**src/rtl/message_scheduler_pkg.sv**
```systemverilog
// Shared comm package: message header codes, payload field layout and scheduler types.
// Used by the scheduler, the sender and the receiver.
package message_scheduler_pkg;

  localparam int unsigned HDR_W     = 3;
  localparam int unsigned PAYLOAD_W = 21;
  localparam int unsigned MSG_W     = HDR_W + PAYLOAD_W;
  localparam int unsigned NUM_REQ   = 6;

  // Ball payload bit fields
  localparam int unsigned BALL_Y_LSB = 12;
  localparam int unsigned BALL_Y_W   = 9;
  localparam int unsigned VEL_X_LSB  = 8;
  localparam int unsigned VEL_X_W    = 4;
  localparam int unsigned VEL_Y_LSB  = 4;
  localparam int unsigned VEL_Y_W    = 4;
  localparam int unsigned SIGN_Y_BIT = 3;

  // Pending-vector bit positions
  localparam int unsigned IDX_R_U_THERE  = 0;
  localparam int unsigned IDX_I_AM_HERE  = 1;
  localparam int unsigned IDX_START_GAME = 2;
  localparam int unsigned IDX_BALL       = 3;
  localparam int unsigned IDX_MISSED     = 4;
  localparam int unsigned IDX_LOST       = 5;

  typedef enum logic [HDR_W-1:0] {
    HDR_NONE       = 3'b000,
    HDR_R_U_THERE  = 3'b001,
    HDR_I_AM_HERE  = 3'b010,
    HDR_START_GAME = 3'b011,
    HDR_BALL       = 3'b100,
    HDR_MISSED     = 3'b101,
    HDR_LOST       = 3'b110
  } header_t;

  typedef enum logic [1:0] {
    S_IDLE      = 2'd0,
    S_LAUNCH    = 2'd1,
    S_WAIT_BUSY = 2'd2,
    S_WAIT_DONE = 2'd3
  } state_t;

  typedef struct packed {
    logic [BALL_Y_W-1:0] ball_y;
    logic [VEL_X_W-1:0]  vel_x;
    logic [VEL_Y_W-1:0]  vel_y;
    logic                sign_y;
  } ball_payload_t;

  function automatic logic [PAYLOAD_W-1:0] pack_ball(input ball_payload_t b);
    return {b.ball_y, b.vel_x, b.vel_y, b.sign_y, 3'b000};
  endfunction

endpackage

```
**src/rtl/message_scheduler_if.sv**
```systemverilog
// Request/launch bus between game logic, the scheduler and the message sender.
interface message_scheduler_if;
  import message_scheduler_pkg::*;

  logic                req_r_u_there;
  logic                req_i_am_here;
  logic                req_start_game;
  logic                req_missed;
  logic                req_lost;
  logic                req_ball;
  logic [BALL_Y_W-1:0] ball_y;
  logic [VEL_X_W-1:0]  vel_x;
  logic [VEL_Y_W-1:0]  vel_y;
  logic                sign_y;
  logic                start_ack;
  logic                message_sent;
  logic                send_new_message;
  logic [MSG_W-1:0]    msg;
  logic                busy;
  logic                link_fail;

  modport master (
    output req_r_u_there, req_i_am_here, req_start_game, req_missed, req_lost,
           req_ball, ball_y, vel_x, vel_y, sign_y, start_ack, message_sent,
    input  send_new_message, msg, busy, link_fail
  );

  modport slave (
    input  req_r_u_there, req_i_am_here, req_start_game, req_missed, req_lost,
           req_ball, ball_y, vel_x, vel_y, sign_y, start_ack, message_sent,
    output send_new_message, msg, busy, link_fail
  );

endinterface

```
**src/rtl/message_scheduler_priority_encoder.sv**
```systemverilog
// Fixed-priority select over pending requests: lost > missed > start_game >
// i_am_here > r_u_there > ball.
module msg_priority_encoder
  import message_scheduler_pkg::*;
(
  input  logic [NUM_REQ-1:0] pending,
  output logic [NUM_REQ-1:0] grant_c,
  output header_t            header_c
);

  always_comb begin
    grant_c  = '0;
    header_c = HDR_NONE;
    if (pending[IDX_LOST]) begin
      grant_c[IDX_LOST] = 1'b1;
      header_c          = HDR_LOST;
    end else if (pending[IDX_MISSED]) begin
      grant_c[IDX_MISSED] = 1'b1;
      header_c            = HDR_MISSED;
    end else if (pending[IDX_START_GAME]) begin
      grant_c[IDX_START_GAME] = 1'b1;
      header_c                = HDR_START_GAME;
    end else if (pending[IDX_I_AM_HERE]) begin
      grant_c[IDX_I_AM_HERE] = 1'b1;
      header_c               = HDR_I_AM_HERE;
    end else if (pending[IDX_R_U_THERE]) begin
      grant_c[IDX_R_U_THERE] = 1'b1;
      header_c               = HDR_R_U_THERE;
    end else if (pending[IDX_BALL]) begin
      grant_c[IDX_BALL] = 1'b1;
      header_c          = HDR_BALL;
    end
  end

endmodule

```
**src/rtl/message_scheduler.sv**
```systemverilog
// Queues one-cycle message requests, launches them to the sender in priority
// order, and retransmits start_game until acknowledged or retries run out.
module message_scheduler
  import message_scheduler_pkg::*;
#(
  parameter int unsigned RETRY_CYCLES = 1_000_000,
  parameter int unsigned MAX_RETRIES  = 8
) (
  input logic               clock,
  input logic               reset,
  message_scheduler_if.slave bus
);

  localparam int unsigned TMR_W  = (RETRY_CYCLES > 1) ? $clog2(RETRY_CYCLES) : 1;
  localparam int unsigned RCNT_W = (MAX_RETRIES > 0) ? $clog2(MAX_RETRIES + 1) : 1;

  state_t              state_q, state_d;
  logic [NUM_REQ-1:0]  pending_q, pending_d;
  logic [NUM_REQ-1:0]  grant_q, grant_d;
  ball_payload_t       ball_q, ball_d;
  logic [MSG_W-1:0]    msg_q, msg_d;
  logic                snm_q, snm_d;
  logic                busy_q, busy_d;
  logic                link_fail_q, link_fail_d;
  logic                ack_out_q, ack_out_d;
  logic                tmr_run_q, tmr_run_d;
  logic [TMR_W-1:0]    tmr_q, tmr_d;
  logic [RCNT_W-1:0]   retry_cnt_q, retry_cnt_d;

  logic [NUM_REQ-1:0]  req_vec;
  logic [NUM_REQ-1:0]  enc_grant;
  header_t             enc_header;

  always_comb begin
    req_vec                 = '0;
    req_vec[IDX_R_U_THERE]  = bus.req_r_u_there;
    req_vec[IDX_I_AM_HERE]  = bus.req_i_am_here;
    req_vec[IDX_START_GAME] = bus.req_start_game;
    req_vec[IDX_BALL]       = bus.req_ball;
    req_vec[IDX_MISSED]     = bus.req_missed;
    req_vec[IDX_LOST]       = bus.req_lost;
  end

  msg_priority_encoder u_prio (
    .pending  (pending_q),
    .grant_c  (enc_grant),
    .header_c (enc_header)
  );

  always_ff @(posedge clock) begin
    if (reset) state_q <= S_IDLE;
    else       state_q <= state_d;
  end

  always_comb begin
    state_d = state_q;
    case (state_q)
      S_IDLE:      if ((|pending_q) && bus.message_sent) state_d = S_LAUNCH;
      S_LAUNCH:    state_d = S_WAIT_BUSY;
      S_WAIT_BUSY: if (!bus.message_sent) state_d = S_WAIT_DONE;
      S_WAIT_DONE: if (bus.message_sent) state_d = S_IDLE;
      default:     state_d = S_IDLE;
    endcase
  end

  // Pending flags, message capture and start_game retry bookkeeping.
  always_comb begin
    pending_d   = pending_q;
    grant_d     = grant_q;
    ball_d      = ball_q;
    msg_d       = msg_q;
    ack_out_d   = ack_out_q;
    tmr_run_d   = tmr_run_q;
    tmr_d       = tmr_q;
    retry_cnt_d = retry_cnt_q;
    link_fail_d = link_fail_q;

    if (state_q == S_IDLE && state_d == S_LAUNCH) begin
      grant_d = enc_grant;
      msg_d   = {enc_header, enc_grant[IDX_BALL] ? pack_ball(ball_q) : PAYLOAD_W'(0)};
    end

    if (state_q == S_LAUNCH) pending_d = pending_d & ~grant_q;

    if (state_q == S_LAUNCH && grant_q[IDX_START_GAME]) begin
      ack_out_d = 1'b1;
      tmr_run_d = 1'b1;
      tmr_d     = TMR_W'(RETRY_CYCLES - 1);
    end else if (tmr_run_q) begin
      if (tmr_q == '0) begin
        tmr_run_d = 1'b0;
        if (retry_cnt_q < RCNT_W'(MAX_RETRIES)) begin
          pending_d[IDX_START_GAME] = 1'b1;
          retry_cnt_d               = retry_cnt_q + RCNT_W'(1);
        end else begin
          link_fail_d = 1'b1;
          ack_out_d   = 1'b0;
        end
      end else begin
        tmr_d = tmr_q - TMR_W'(1);
      end
    end

    if (bus.start_ack && ack_out_q) begin
      ack_out_d                 = 1'b0;
      tmr_run_d                 = 1'b0;
      tmr_d                     = '0;
      retry_cnt_d               = '0;
      pending_d[IDX_START_GAME] = 1'b0;
    end

    // A fresh start_game request restarts the retry sequence from zero.
    if (bus.req_start_game) begin
      tmr_run_d   = 1'b0;
      tmr_d       = '0;
      retry_cnt_d = '0;
    end

    // New requests win over clears in the same cycle.
    pending_d = pending_d | req_vec;
    if (bus.req_ball) begin
      ball_d.ball_y = bus.ball_y;
      ball_d.vel_x  = bus.vel_x;
      ball_d.vel_y  = bus.vel_y;
      ball_d.sign_y = bus.sign_y;
    end

    snm_d  = (state_d == S_LAUNCH);
    busy_d = (|pending_d) || (state_d != S_IDLE);
  end

  always_ff @(posedge clock) begin
    if (reset) begin
      pending_q   <= '0;
      grant_q     <= '0;
      ball_q      <= '0;
      msg_q       <= '0;
      snm_q       <= 1'b0;
      busy_q      <= 1'b0;
      link_fail_q <= 1'b0;
      ack_out_q   <= 1'b0;
      tmr_run_q   <= 1'b0;
      tmr_q       <= '0;
      retry_cnt_q <= '0;
    end else begin
      pending_q   <= pending_d;
      grant_q     <= grant_d;
      ball_q      <= ball_d;
      msg_q       <= msg_d;
      snm_q       <= snm_d;
      busy_q      <= busy_d;
      link_fail_q <= link_fail_d;
      ack_out_q   <= ack_out_d;
      tmr_run_q   <= tmr_run_d;
      tmr_q       <= tmr_d;
      retry_cnt_q <= retry_cnt_d;
    end
  end

  assign bus.send_new_message = snm_q;
  assign bus.msg              = msg_q;
  assign bus.busy             = busy_q;
  assign bus.link_fail        = link_fail_q;

endmodule

```
**src/flat_wrapper.sv**
```systemverilog
// flat-port wrapper written by rule: the top's interface ports become plain ports
module message_scheduler_flat import message_scheduler_pkg::*;
#(
  parameter int unsigned RETRY_CYCLES = 1_000_000,
  parameter int unsigned MAX_RETRIES  = 8
)
  (clock, reset, bus_req_r_u_there, bus_req_i_am_here, bus_req_start_game, bus_req_missed, bus_req_lost, bus_req_ball, bus_ball_y, bus_vel_x, bus_vel_y, bus_sign_y, bus_start_ack, bus_message_sent, bus_send_new_message, bus_msg, bus_busy, bus_link_fail);
  message_scheduler_if bus_i ();
  input logic clock;
  input logic reset;
  input wire logic [$bits(bus_i.req_r_u_there)-1:0] bus_req_r_u_there;
  input wire logic [$bits(bus_i.req_i_am_here)-1:0] bus_req_i_am_here;
  input wire logic [$bits(bus_i.req_start_game)-1:0] bus_req_start_game;
  input wire logic [$bits(bus_i.req_missed)-1:0] bus_req_missed;
  input wire logic [$bits(bus_i.req_lost)-1:0] bus_req_lost;
  input wire logic [$bits(bus_i.req_ball)-1:0] bus_req_ball;
  input wire logic [$bits(bus_i.ball_y)-1:0] bus_ball_y;
  input wire logic [$bits(bus_i.vel_x)-1:0] bus_vel_x;
  input wire logic [$bits(bus_i.vel_y)-1:0] bus_vel_y;
  input wire logic [$bits(bus_i.sign_y)-1:0] bus_sign_y;
  input wire logic [$bits(bus_i.start_ack)-1:0] bus_start_ack;
  input wire logic [$bits(bus_i.message_sent)-1:0] bus_message_sent;
  output wire logic [$bits(bus_i.send_new_message)-1:0] bus_send_new_message;
  output wire logic [$bits(bus_i.msg)-1:0] bus_msg;
  output wire logic [$bits(bus_i.busy)-1:0] bus_busy;
  output wire logic [$bits(bus_i.link_fail)-1:0] bus_link_fail;
  assign bus_i.req_r_u_there = bus_req_r_u_there;
  assign bus_i.req_i_am_here = bus_req_i_am_here;
  assign bus_i.req_start_game = bus_req_start_game;
  assign bus_i.req_missed = bus_req_missed;
  assign bus_i.req_lost = bus_req_lost;
  assign bus_i.req_ball = bus_req_ball;
  assign bus_i.ball_y = bus_ball_y;
  assign bus_i.vel_x = bus_vel_x;
  assign bus_i.vel_y = bus_vel_y;
  assign bus_i.sign_y = bus_sign_y;
  assign bus_i.start_ack = bus_start_ack;
  assign bus_i.message_sent = bus_message_sent;
  assign bus_send_new_message = bus_i.send_new_message;
  assign bus_msg = bus_i.msg;
  assign bus_busy = bus_i.busy;
  assign bus_link_fail = bus_i.link_fail;
  message_scheduler #(.RETRY_CYCLES(RETRY_CYCLES), .MAX_RETRIES(MAX_RETRIES)) u_core (.clock(clock), .reset(reset), .bus(bus_i));
endmodule
```
**config.mk**
```make
export PLATFORM = sky130hd
export DESIGN_NAME = message_scheduler_flat
export DESIGN_NICKNAME = d
export VERILOG_FILES = /design/src/rtl/message_scheduler_pkg.sv /design/src/rtl/message_scheduler_if.sv /design/src/rtl/message_scheduler_priority_encoder.sv /design/src/rtl/message_scheduler.sv /design/src/flat_wrapper.sv
export SDC_FILE = /design/constraint.sdc
export NUM_CORES = 1
export LEC_CHECK = 0
export ABC_AREA = 1
export CAP_MARGIN = 5
export CORE_MARGIN = 8
export CORE_UTILIZATION = 30
export CTS_CLUSTER_DIAMETER = 80
export CTS_CLUSTER_SIZE = 30
export DETAILED_ROUTE_END_ITERATION = 10
export SLEW_MARGIN = 25
export SYNTH_ARGS = -nofsm -noshare
export SYNTH_HDL_FRONTEND = slang
export SYNTH_SLANG_ARGS = --single-unit
```
**constraint.sdc**
```tcl
create_clock -name clock -period 2.6 [get_ports clock]
set_input_delay 0.39 -clock clock [delete_from_list [all_inputs] [get_ports clock]]
set_output_delay 0.39 -clock clock [all_outputs]
set_load 0.02 [all_outputs]
```
* Word-level counts from Yosys, hierarchy flattened
Index checks and enable logic that the tools add are counted.
** Operators by class
- Add/sub/neg operators :: 2
- Magnitude comparators :: 1
- Equal/unequal tests :: 6
- Multiplexer cells :: 40
- Bitwise logic cells :: 6
- Reduce and logical (&&, ||, !) cells :: 20
** Operators with widths (number)
- $mux W20 :: 3
- $mux W1 :: 22
- $mux W21 :: 1
- $logic_not A20 Y1 :: 1
- $sub A20 B1 Y20 const B :: 1
- $mux W3 :: 6
- $reduce_or A6 Y1 :: 2
- $mux W2 :: 4
- $pmux W2 S4 :: 1
- $reduce_and A4 Y1 :: 2
- $and A6 B6 Y6 :: 1
- $mux W6 :: 1
- $not A6 Y6 :: 1
- $or A6 B6 Y6 :: 1
- $reduce_bool A2 Y1 :: 3
- $mux W5 :: 1
- $add A4 B1 Y4 const B :: 1
- $eq A2 B1 Y1 const B :: 2
- $eq A2 B2 Y1 const B :: 2
- $logic_and A1 B1 Y1 :: 4
- $lt A4 B4 Y1 const B :: 1
- $mux W4 :: 1
- $ne A2 B1 Y1 const B :: 2
- $reduce_and A2 Y1 :: 2
- 7 further kinds :: 9
** Storage, ports and cells
- Bits in registers :: 85
- Output and inout port bits :: 27
- Word-level logic and storage cells :: 91

* Depth between registers and ports, before layout
- Depth after elaboration :: 11
- Mapped depth :: 12

* By module
From an unflattened synthesis, not the netlist that was laid out.
** Unflattened totals
- Cell total of the unflattened synthesis :: 538
- Area, all modules :: 3734.8 um^2
** By module, submodules not included
- message_scheduler :: times used 1, cells each 516, area each 3641.0 um^2, seq. area each 1641.6 um^2
- msg_priority_encoder :: times used 1, cells each 22, area each 93.8 um^2, seq. area each 0.0 um^2

* Worst setup path after synthesis
OpenSTA, ideal clock, no wires.
- Path type :: reg-to-reg
- Start point :: reg u_core.tmr_q[0]
- End point :: reg u_core.tmr_q[0]
- Library setup time :: 0.118 ns
- Arrival time :: 1.307 ns
- Required time :: 2.482 ns
- Path slack :: 1.176 ns
- Cell stages (with the launch flop) :: 11
- Buffers on the path :: 1
- Clock period less this slack :: 1.424 ns
- Cell sequence :: dfxtp_1 > inv_1 > ha_1 > nand2_1 > nor2_2 > nand3_4 > nand2_4 > buf_4 > o21ai_0 > a21oi_1 > nor2_1
** Between the ends
- Longest elaborated chain between the ends :: 4
- Elaborated cells on any way between the ends :: 7
- Classes of those cells :: 1 x add/sub; 1 x eq/ne; 3 x mux; 2 x reduce/logical
** Ends and longest elaborated chain
- from (decl) :: RTL line message_scheduler.sv:27 : logic [TMR_W-1:0] tmr_q, tmr_d;
- from (signal assigned) :: RTL line message_scheduler.sv:155 : tmr_q <= tmr_d;
- $sub A20 B1 Y20 :: RTL line message_scheduler.sv:100 : tmr_d = tmr_q - TMR_W'(1);
- $mux W20 :: RTL line message_scheduler.sv:90 : if (tmr_q == '0) begin
- $mux W20 :: RTL line message_scheduler.sv:89 : end else if (tmr_run_q) begin
- $mux W20 :: RTL line message_scheduler.sv:85 : if (state_q == S_LAUNCH && grant_q[IDX_START_GAME]) begin
Parallel ways exist; a longest one is shown, timed or not. The select of a mux whose other input is x is not followed.
A chain may end at the register's enable or synchronous reset.

* Final worst setup path
- Start point :: reg u_core.state_q[0]
- End point :: reg u_core.busy_q, in the netlist u_core.bus.busy
** Between the ends
- Longest elaborated chain between the ends :: 10
- Elaborated cells on any way between the ends :: 19
- Classes of those cells :: 3 x eq/ne; 10 x mux; 1 x bitwise; 5 x reduce/logical
** Ends and longest elaborated chain
- from (decl) :: RTL line message_scheduler.sv:17 : state_t state_q, state_d;
- from (signal assigned) :: RTL line message_scheduler.sv:52 : else state_q <= state_d;
- $eq A2 B1 Y1 :: RTL line message_scheduler.sv:57, message_scheduler.sv:83, message_scheduler.sv:85
- $mux W6 :: RTL line message_scheduler.sv:83 : if (state_q == S_LAUNCH) pending_d = pending_d & ~grant_q;
- $mux W1 :: RTL line message_scheduler.sv:92 : if (retry_cnt_q < RCNT_W'(MAX_RETRIES)) begin
- $mux W1 :: RTL line message_scheduler.sv:90
- $mux W1 :: RTL line message_scheduler.sv:89
- $mux W1 :: RTL line message_scheduler.sv:85
- $mux W1 :: RTL line message_scheduler.sv:104 : if (bus.start_ack && ack_out_q) begin
- $or A6 B6 Y6 :: RTL line message_scheduler.sv:120 : pending_d = pending_d | req_vec;
- $reduce_or A6 Y1 :: RTL line message_scheduler.sv:129 : busy_d = (|pending_d) || (state_d != S_IDLE);
- $logic_or A1 B1 Y1 (*) :: RTL line message_scheduler.sv:129
- to (signal assigned) :: RTL line message_scheduler.sv:151 : busy_q <= busy_d;
- to (decl) :: RTL line message_scheduler.sv:23 : logic busy_q, busy_d;
Mark *: on every way between the ends. The rest lies on a longest branch, timed or not.

==> results.py <==
metrics = {
    "clock_network": {
        "cts-root-buf": "clkbuf_16",
        "cts_tree": "done",
        "cts.sinks": 82,
        "ctsHoldBuffers": 0,
        "cts_made_buffers": 9,
        "cts-resized-gates": 0,
        "clock_path_buffers": 2,
        "cts.htree.levels": 3,
        "insertion_delay_ns": 0.34,
        "path_clk_slew_ns": 0.06,
        "postCtsSetupBuffers": 0,
    },
    "power_and_ir_drop": {
        "power.density_nw_per_um2": 612,
        "p_total_mw": 2.86,
        "switching_share_pct": 26.2,
        "p_int_mw": 2.11,
        "switchingPower_uw": 750,
        "seqPwrFrac_pct": 46.6,
        "p_leak_nw": 2.06,
        "clockPowerShare_pct": 43.9,
        "p_comb_share_pct": 9.5,
        "ir_worst_vdd_mv": 0.302,
    },
    "floorplan": {
        "die_h_um": 127,
        "die-area_um2": 16200,
        "coreArea_um2": 12100,
        "ios": 55,
        "floorplan.initialDensity_pct": 30.8,
        "rows": 40,
        "die_w_um": 127,
    },
    "logic_synthesis": {
        "netlist.area_leader.share_pct": 44.2,
        "synth_seq_cells": 82,
        "ys_top_cells_by_area": "dfxtp_1, nand2_1, nor2_1",
        "synth_cell_types": 40,
        "synth_area_um2": 3710,
        "yosys_warnings": 0,
        "avgSynthCellArea_um2": 7.11,
        "synthCells": 522,
        "ys_seq_area_share_pct": 44.2,
        "yosysTopAreaCell": "dfxtp_1",
    },
    "timing": {
        "hold_violations": 0,
        "worst_pin_slew_ns": 0.535,
        "slew_headroom_pct": 64.1,
        "fin_hold_ws_ns": 0.460,
        "finalCritPeriodShare_pct": 70.2,
        "final.min_clock_period_ns": 1.82,
        "max_freq_ghz": 0.548,
        "rsz0062_at_grt": "no",
        "setup_viol": 0,
        "fin_setup_tns_ns": 0,
        "clock_skew_ns": 0.00506,
        "slew_viol_final": 0,
    },
    "detailed_routing": {
        "drc_errors": 0,
        "first_pass_iters": 4,
        "via_per_inst": 4.57,
        "ant_nets": 0,
        "drt_iter0_drc": 223,
        "vias": 3405,
        "wl_um": 9280,
        "wl_per_cell_um": 12.5,
    },
    "placed_design": {
        "dpl.hpwl_um": 6620,
        "place_inst": 729,
        "io_buffers": 51,
        "gp_congestion": 0.837,
    },
    "setup_path": {
        "r2r_cells": 9,
        "arrival_ns": 2.05,
        "crit_fanout": 17,
        "worst-r2r-setup-slack_ns": 0.78,
        "worst-setup-path-type": "reg2reg",
        "critPathLaunch": "u_core.state_q[0]",
        "endpoint_kind": "flip-flop",
        "cp-start-kind": "flip-flop",
        "reg2reg_to": "u_core.bus.busy",
        "r2r-start": "u_core.state_q[0]",
        "crit_required_ns": 2.82,
        "endpoint": "u_core.bus.busy",
    },
    "finish": {
        "n_fill_cell": 1255,
        "nets": 603,
        "instances_no_fill": 745,
        "syn_to_final_growth_pct": 25.8,
        "fin_util_pct": 38.7,
        "final_common_cell": "nand2_1",
        "mostFrequentLayoutCells": "nand2_1, nor2_1, dfxtp_1",
        "antenna_cells": 0,
        "drive_gt1_share_pct": 7.97,
        "final-seq-area_um2": 1640,
        "multiInputGateArea_um2": 1750,
    },
    "grt": {
        "antenna_found_initial": 0,
        "gr-total-overflow": 0,
        "grt_pass1_wl_um": 15900,
        "grt_max_degree": 30,
        "grt.total_usage_pct": 12.0,
        "grt_pass1_vias": 3376,
    },
    "run_status": {
        "status": "finished clean",
    },
    "hold_path": {
        "hold_path.class": "reg2reg",
    },
    "run": {
        "cap_viol_max_count": 0,
    },
}
## synth_stat cells (all sizes together)
master	number
o21ai	33
nor3b	2
nand3b	1
xor2	5
o31ai	2
xnor2	1
nor3	9
a31oi	2
a21oi	35
nand2	124
dfxtp	82
nand4	14
nand3	28
or2	2
and3	1
ha	3
buf	14
a21o	4
o211ai	3
conb	1
inv	56
a41oi	1
nor2	91
clkinv	2
clkbuf	6
## final cells by class
class / instances / share of cell area, %
Clock inverter: 6 / 1.23
Timing Repair Buffer: 57 / 11.9
Clock buffer: 10 / 5.12
Sequential cell: 82 / 35.1
Tap cell: 168 / 4.50
Multi-Input combinational cell: 364 / 37.4
Inverter: 58 / 4.71
## routing by layer
metal	GRT usage, %	wire length, um	up-vias
li1	-	-	1760
met1	14.1	4230	1560
met2	19.7	4350	70
met3	4.03	539	15
met4	4.83	167	0
met5	0	0	-
## cells by family after synthesis
kind of cell               after synthesis  share of synthesized area (%)
other                                    1                          0.101
and+or+nand+nor                        272                           32.1
xor gates and xnor gates                 6                           1.42
AOI/OAI and AO/OA                       80                           12.3
DFF                                     82                           44.2
adders and majority gates                3                           1.01
buffers and inverters                   78                           8.93
## critical path: stages, from the launching register on
cell and delay, ns:
dfxtp_1 0.33, inv_1 0.06, nor2_2 0.34, nand2_2 0.34, nand2_1 0.13, inv_1 0.06
nand4_1 0.17, o21ai_0 0.12, nand2_1 0.09, nand3_1 0.08
## power by group through the flow
stage          clock network, mW  logic, mW  registers (mW)
6_report                    1.26      0.272            1.33
5_1_grt                     1.34      0.305            1.34
4_1_cts                     1.29      0.276            1.33
3_5_place_dp                   0      0.275            1.36
3_3_place_gp                   0      0.270            1.36
2_1_floorplan                  0      0.157            1.37
## per-stage QoR
step	setup slack [ns]	cell area, um2
5_1_grt	0.543	4670
3_5_place_dp	0.520	4380
3_3_place_gp	0.624	4380
6_report	0.775	4670
2_1_floorplan	1.18	3720
4_1_cts	0.752	4670
## how the worst min path moves through the flow
stage                                 start                 end  cells after the start
after floorplan           u_core.ball_q[11]  u_core.bus.msg[14]                      2
after global placement     u_core.ball_q[0]   u_core.bus.msg[3]                      2
after detailed placement  u_core.ball_q[11]  u_core.bus.msg[14]                      2
after CTS                 u_core.ball_q[11]  u_core.bus.msg[14]                      2
after global routing      u_core.ball_q[17]  u_core.bus.msg[20]                      2
final                     u_core.ball_q[11]  u_core.bus.msg[14]                      2
## registers in the layout (all words and copies together), names as in the netlist, 2 cells and up
name                count
u_core.ball_q          18
u_core.bus.msg         21
u_core.grant_q          6
u_core.pending_q        6
u_core.retry_cnt_q      4
u_core.state_q          2
u_core.tmr_q           20
(Power assumes the default switching activity.)
